`src/rtl/p2_branch_resolve_if.sv`:
```
// Fetch <-> branch-resolve stage bundle for the SIMPLE core.
// The master side (fetch/execute) drives the word and flags; the slave side (the stage) drives the results.
interface p2_branch_resolve_if;
  logic [15:0] operation_in;
  logic [3:0]  flags_in;
  logic        pcsrcout;
  logic [15:0] pctargetout;
  logic [15:0] operation_out;
  logic        op_valid;
  logic        halted;

  modport master (
    output operation_in, flags_in,
    input  pcsrcout, pctargetout, operation_out, op_valid, halted
  );

  modport slave (
    input  operation_in, flags_in,
    output pcsrcout, pctargetout, operation_out, op_valid, halted
  );
endinterface

```
`src/rtl/p2_branch_resolve.sv`:
```
// SIMPLE core stage 2: resolves branches, squashes wrong-path words and stops issue on HLT.
// Optional BRANCH_STATS_EN adds taken_count/squash_count statistics outputs.
module p2_branch_resolve #(
  parameter int FETCH_LAG    = 2,
  parameter int SQUASH_SLOTS = 2
) (
  input  logic                 clk,
  input  logic                 reset,
  p2_branch_resolve_if.slave   bus
`ifdef BRANCH_STATS_EN
  ,
  output logic [15:0]          taken_count,
  output logic [15:0]          squash_count
`endif
);

  localparam logic [1:0]  ST_RUN    = 2'b00;
  localparam logic [1:0]  ST_SQUASH = 2'b01;
  localparam logic [1:0]  ST_HALT   = 2'b10;
  localparam logic [15:0] LAG_C     = 16'(FETCH_LAG);
  localparam logic [2:0]  SLOTS_C   = 3'(SQUASH_SLOTS);

  // Flags are {S,Z,C,V}; conditions 101..111 never take.
  function automatic logic cond_taken(input logic [2:0] cond, input logic [3:0] f);
    logic res;
    case (cond)
      3'b000:  res = 1'b1;
      3'b001:  res = f[2];
      3'b010:  res = f[3] ^ f[0];
      3'b011:  res = f[2] | (f[3] ^ f[0]);
      3'b100:  res = ~f[2];
      default: res = 1'b0;
    endcase
    return res;
  endfunction

  logic [1:0]  state_r, state_s;
  logic [2:0]  cnt_r, cnt_s;
  logic        pcsrc_r, pcsrc_s;
  logic [15:0] target_r, target_s;
  logic [15:0] opout_r, opout_s;
  logic        valid_r, valid_s;
  logic        halted_r, halted_s;
  logic        is_branch_s, is_hlt_s, taken_s;
  logic [15:0] offset_s;

  assign is_branch_s = (bus.operation_in[15:11] == 5'b10111);
  assign is_hlt_s    = (bus.operation_in[15:14] == 2'b11) && (bus.operation_in[7:4] == 4'b1111);
  assign taken_s     = is_branch_s && cond_taken(bus.operation_in[10:8], bus.flags_in);
  assign offset_s    = {{8{bus.operation_in[7]}}, bus.operation_in[7:0]} - LAG_C;

  // Next-state and next-output decode; every output is registered below.
  always_comb begin
    state_s  = state_r;
    cnt_s    = cnt_r;
    pcsrc_s  = 1'b0;
    target_s = target_r;
    opout_s  = opout_r;
    valid_s  = 1'b0;
    halted_s = halted_r;
    case (state_r)
      ST_RUN: begin
        if (taken_s) begin
          pcsrc_s  = 1'b1;
          target_s = offset_s;
          state_s  = ST_SQUASH;
          cnt_s    = SLOTS_C;
        end else if (is_hlt_s) begin
          opout_s  = bus.operation_in;
          valid_s  = 1'b1;
          halted_s = 1'b1;
          state_s  = ST_HALT;
        end else begin
          opout_s  = bus.operation_in;
          valid_s  = 1'b1;
        end
      end
      ST_SQUASH: begin
        // A zero count cannot occur legally; fall back to RUN rather than wrap.
        if (cnt_r <= 3'd1) begin
          cnt_s   = 3'd0;
          state_s = ST_RUN;
        end else begin
          cnt_s   = cnt_r - 3'd1;
          state_s = ST_SQUASH;
        end
      end
      ST_HALT: begin
        halted_s = 1'b1;
      end
      default: begin
        state_s = ST_RUN;
        cnt_s   = 3'd0;
      end
    endcase
  end

  // Pipeline state and output registers.
  always_ff @(posedge clk) begin
    if (reset) begin
      state_r  <= ST_RUN;
      cnt_r    <= 3'd0;
      pcsrc_r  <= 1'b0;
      target_r <= 16'h0000;
      opout_r  <= 16'h0000;
      valid_r  <= 1'b0;
      halted_r <= 1'b0;
    end else begin
      state_r  <= state_s;
      cnt_r    <= cnt_s;
      pcsrc_r  <= pcsrc_s;
      target_r <= target_s;
      opout_r  <= opout_s;
      valid_r  <= valid_s;
      halted_r <= halted_s;
    end
  end

  assign bus.pcsrcout      = pcsrc_r;
  assign bus.pctargetout   = target_r;
  assign bus.operation_out = opout_r;
  assign bus.op_valid      = valid_r;
  assign bus.halted        = halted_r;

`ifdef BRANCH_STATS_EN
  logic [15:0] taken_cnt_r, squash_cnt_r;

  // Redirect and discarded-word counters; both wrap naturally.
  always_ff @(posedge clk) begin
    if (reset) begin
      taken_cnt_r  <= 16'h0000;
      squash_cnt_r <= 16'h0000;
    end else begin
      if (pcsrc_s) begin
        taken_cnt_r <= taken_cnt_r + 16'h0001;
      end else begin
        taken_cnt_r <= taken_cnt_r;
      end
      if (state_r == ST_SQUASH) begin
        squash_cnt_r <= squash_cnt_r + 16'h0001;
      end else begin
        squash_cnt_r <= squash_cnt_r;
      end
    end
  end

  assign taken_count  = taken_cnt_r;
  assign squash_count = squash_cnt_r;
`endif

endmodule
```
`src/flat_wrapper.sv`:
```
// flat-port wrapper written by rule: the top's interface ports become plain ports
module p2_branch_resolve_flat 
#(
  parameter int FETCH_LAG    = 2,
  parameter int SQUASH_SLOTS = 2
)
  (clk, reset, bus_operation_in, bus_flags_in, bus_pcsrcout, bus_pctargetout, bus_operation_out, bus_op_valid, bus_halted);
  p2_branch_resolve_if bus_i ();
  input  logic clk;
  input  logic reset;
  input wire logic [$bits(bus_i.operation_in)-1:0] bus_operation_in;
  input wire logic [$bits(bus_i.flags_in)-1:0] bus_flags_in;
  output wire logic [$bits(bus_i.pcsrcout)-1:0] bus_pcsrcout;
  output wire logic [$bits(bus_i.pctargetout)-1:0] bus_pctargetout;
  output wire logic [$bits(bus_i.operation_out)-1:0] bus_operation_out;
  output wire logic [$bits(bus_i.op_valid)-1:0] bus_op_valid;
  output wire logic [$bits(bus_i.halted)-1:0] bus_halted;
  assign bus_i.operation_in = bus_operation_in;
  assign bus_i.flags_in = bus_flags_in;
  assign bus_pcsrcout = bus_i.pcsrcout;
  assign bus_pctargetout = bus_i.pctargetout;
  assign bus_operation_out = bus_i.operation_out;
  assign bus_op_valid = bus_i.op_valid;
  assign bus_halted = bus_i.halted;
  p2_branch_resolve #(.FETCH_LAG(FETCH_LAG), .SQUASH_SLOTS(SQUASH_SLOTS)) u_core (.clk(clk), .reset(reset), .bus(bus_i));
endmodule
```
`config.mk`:
```
export PLATFORM = sky130hd
export DESIGN_NAME = p2_branch_resolve_flat
export DESIGN_NICKNAME = d
export VERILOG_FILES = /design/src/rtl/p2_branch_resolve_if.sv /design/src/rtl/p2_branch_resolve.sv /design/src/flat_wrapper.sv
export SDC_FILE = /design/constraint.sdc
export NUM_CORES = 1
export LEC_CHECK = 0
export CORE_MARGIN = 3
export CORE_UTILIZATION = 60
export DETAILED_ROUTE_END_ITERATION = 8
export DONT_BUFFER_PORTS = 1
export GPL_TIMING_DRIVEN = 0
export PLACE_DENSITY_LB_ADDON = 0.3
export SLEW_MARGIN = 20
export SYNTH_ARGS = -nofsm -noshare
export SYNTH_HDL_FRONTEND = slang
export SYNTH_SLANG_ARGS = --single-unit
```
`constraint.sdc`:
```
create_clock -name clk -period 2 [get_ports clk]
set_clock_uncertainty 0.15 [all_clocks]
set_input_delay 0.4 -clock clk [delete_from_list [all_inputs] [get_ports clk]]
set_output_delay 0.4 -clock clk [all_outputs]
set_load 0.02 [all_outputs]
```
==> run summary <==
Width of the die -> 56.7 µm
CTS Root Cell -> clkbuf_4
Worst Path Required -> 2.08 ns
Commonest cells post-synth -> 33 x dfxtp_1, 30 x nand2_1, 14 x mux2i_1, 10 x a21oi_1
Max-Cap Viols -> 0
Setup repair after global routing missed its margin -> no
Synth-to-layout area growth -> 6.49%
Final setup viols -> 0
Crit Path Max Fanout -> 4
Arr. time, crit path -> 1.79 ns
Worst reg2reg setup slack -> 0.29 ns
Max-slew headroom -> 0.656
Vias in the first global route -> 1201
GRT Resource Usage Total -> 0.222
Initial Util -> 0.665
Global route overflow -> 0
DRT iter0 DRCs -> 24
Core area -> 2320 µm²
Post-synthesis sequential element count -> 33
Mapped Nets -> 195
Final RePlAce weighted congestion -> 0.814
# IOs -> 57
Clock-pin slew on the worst setup and hold paths -> 0.10 ns
Vias per cell -> 6.12
Most used DFF post-synth -> dfxtp_1
Slew Limit Fails -> 0
Clk sink count -> 33
Hold Vio Cnt, Final -> 0
PwrDens -> 736 nW/µm²
Final net count -> 203
First-pass GRT wire length -> 5.58 mm
Drt pass-1 iters -> 4
Die span in y -> 56.7 µm
Final Critical Period -> 1.71 ns
Vias -> 1261
Die ar. -> 3210 µm²
Yosys warnings -> 0
Port bufs -> 0
Post-route DRC -> 0
EDFF count, synth -> 0
WHS -> 0.0554 ns
Placed cell count -> 198
Syn Inst Count -> 170
Final Power -> 1.21 mW
VDD IR max -> 0.645 mV
WL/cell -> 16.4 µm
Critical path startpoint category -> flop
Pin count of the biggest net entering global routing -> 11
Highest clock rate -> 583 MHz
TritonCTS buffer count -> 5
Post-CTS setup buffers -> 0
Status -> finished clean
Hold WC Path Type -> in2reg
Sequential cell area fraction in the yosys report -> 0.429
TNS Setup -> 0 ns
TritonCTS clock tree -> yes
Tcrit/Tclk final -> 0.857
Leading area contributor after synthesis -> dfxtp_1
Synthesized area -> 1540 µm²
Avg Cell Area, Syn -> 9.07 µm²
Post-Route WL -> 3.37 mm
Synth top area share -> 0.429
Ratio of cells with drive above 1 in the final layout -> 0.118
Site Rows -> 17
Final Non-Filler Cells -> 206
Initial antenna violation count -> 0
H-tree depth -> 2
Antenna Cells -> 0
LEAKAGE -> 0.736 nW
DP HPWL -> 2.53 mm
Antenna Violating Nets Remaining -> 0
Unique masters post-synth -> 40
Worst-Margin Slew -> 0.509 ns
CTS Buffer Depth -> 2
Crit. End Element -> flop
Main area contributors after synthesis -> dfxtp_1 43%, mux2i_1 9.1%, nand2_1 7.3%
Post-synth ARST share -> 0
Crit path kind -> reg2reg
Most common cell in the synthesized netlist -> dfxtp_1
Worst skew pair latency -> 0.33 ns
-- logic make-up (layout without fill, tap and decap cells) --
kind of cell / count (synthesis) / count (layout) / synth area share
flops: 33 / 33 / 0.429
mux: 14 / 14 / 0.0909
buf+inv: 22 / 30 / 0.0877
xor+xnor: 5 / 5 / 0.0284
simple gates: 59 / 59 / 0.181
compound gates: 34 / 34 / 0.159
fa+ha+maj: 3 / 3 / 0.0244
-- path summary, 6_finish.rpt --
kind                                      from                                  endpoint  depth (start not counted)
setup / recovery  u_core.cnt_r[1]$_SDFFE_PP0P_              u_core.cnt_r[1]$_SDFFE_PP0P_                          6
setup reg to reg  u_core.cnt_r[1]$_SDFFE_PP0P_              u_core.cnt_r[1]$_SDFFE_PP0P_                          6
hold reg to reg   u_core.cnt_r[0]$_SDFFE_PP0P_              u_core.cnt_r[0]$_SDFFE_PP0P_                          1
hold / removal             bus_operation_in[9]  u_core.bus.operation_out[9]$_SDFFE_PP0P_                          2
-- area by class of cell --
cell class                 instances  area, µm²
fill                             174        677
clock buffer                       7       55.1
sequential                        33        661
buffer                            16        113
timing repair buffer               1       10.0
multi-input combinational        115        746
inverter                           6       22.5
tap                               28       35.0
-- what timing repair did --
item	CTS	global route
gates resized for setup	0	0
setup endpoints to repair	0	0
hold buffers	0	1
hold endpoints to repair	0	1
-- cell usage in the layout, fill, tap and decap left out, types with 3 or more instances in the layout --
cell type | Yosys | routed
o21a_1 | 3 | 3
xnor2_1 | 3 | 3
o21ai_0 | 4 | 4
nor4_1 | 3 | 3
a21oi_1 | 10 | 10
nor2_1 | 7 | 7
dfxtp_1 | 33 | 33
buf_4 | 7 | 7
a211oi_1 | 6 | 6
nand2_1 | 30 | 30
clkbuf_4 | 0 | 5
clkbuf_1 | 5 | 6
mux2i_1 | 14 | 14
nor3_1 | 7 | 7
ha_1 | 3 | 3
inv_1 | 6 | 6
-- registers in the layout, summed over array words and instances (netlist names) --
signal	cells
u_core.bus.halted	1
u_core.bus.op_valid	1
u_core.bus.operation_out	16
u_core.bus.pcsrcout	1
u_core.bus.pctargetout	9
u_core.cnt_r	3
u_core.state_r	2
-- worst max-delay path, cell delays in order, from the launching register on --
cell,delay [ns]
dfxtp_1,0.34
inv_1,0.08
ha_1,0.13
o21ba_2,0.16
o21ai_0,0.39
nor2_1,0.07
o311a_1,0.29
-- through the flow --
stage                util  setup slack (ns)  cell area (µm²)
floorplan               -             0.244             1540
global placement    0.680             0.147             1580
detailed placement  0.680             0.125             1580
CTS                 0.704             0.293             1630
global route        0.708             0.223             1640
finish              0.708             0.286             1640
-- power by group --
part / switching [mW] / leakage [nW] / internal, mW
Sequential: 0.0458 / 0.271 / 0.681
Combinational: 0.0607 / 0.434 / 0.0472
Clock: 0.207 / 0.0314 / 0.166
Total: 0.314 / 0.736 / 0.894
-- per-layer routing --
metal,track usage,vias to the layer above,part of all wire
met5,0,-,0
met1,0.251,576,0.38
met4,0.0780,0,0.017
li1,-,612,-
met3,0.0920,7,0.099
met2,0.371,66,0.50
Power figures use the tool's default switching activity.
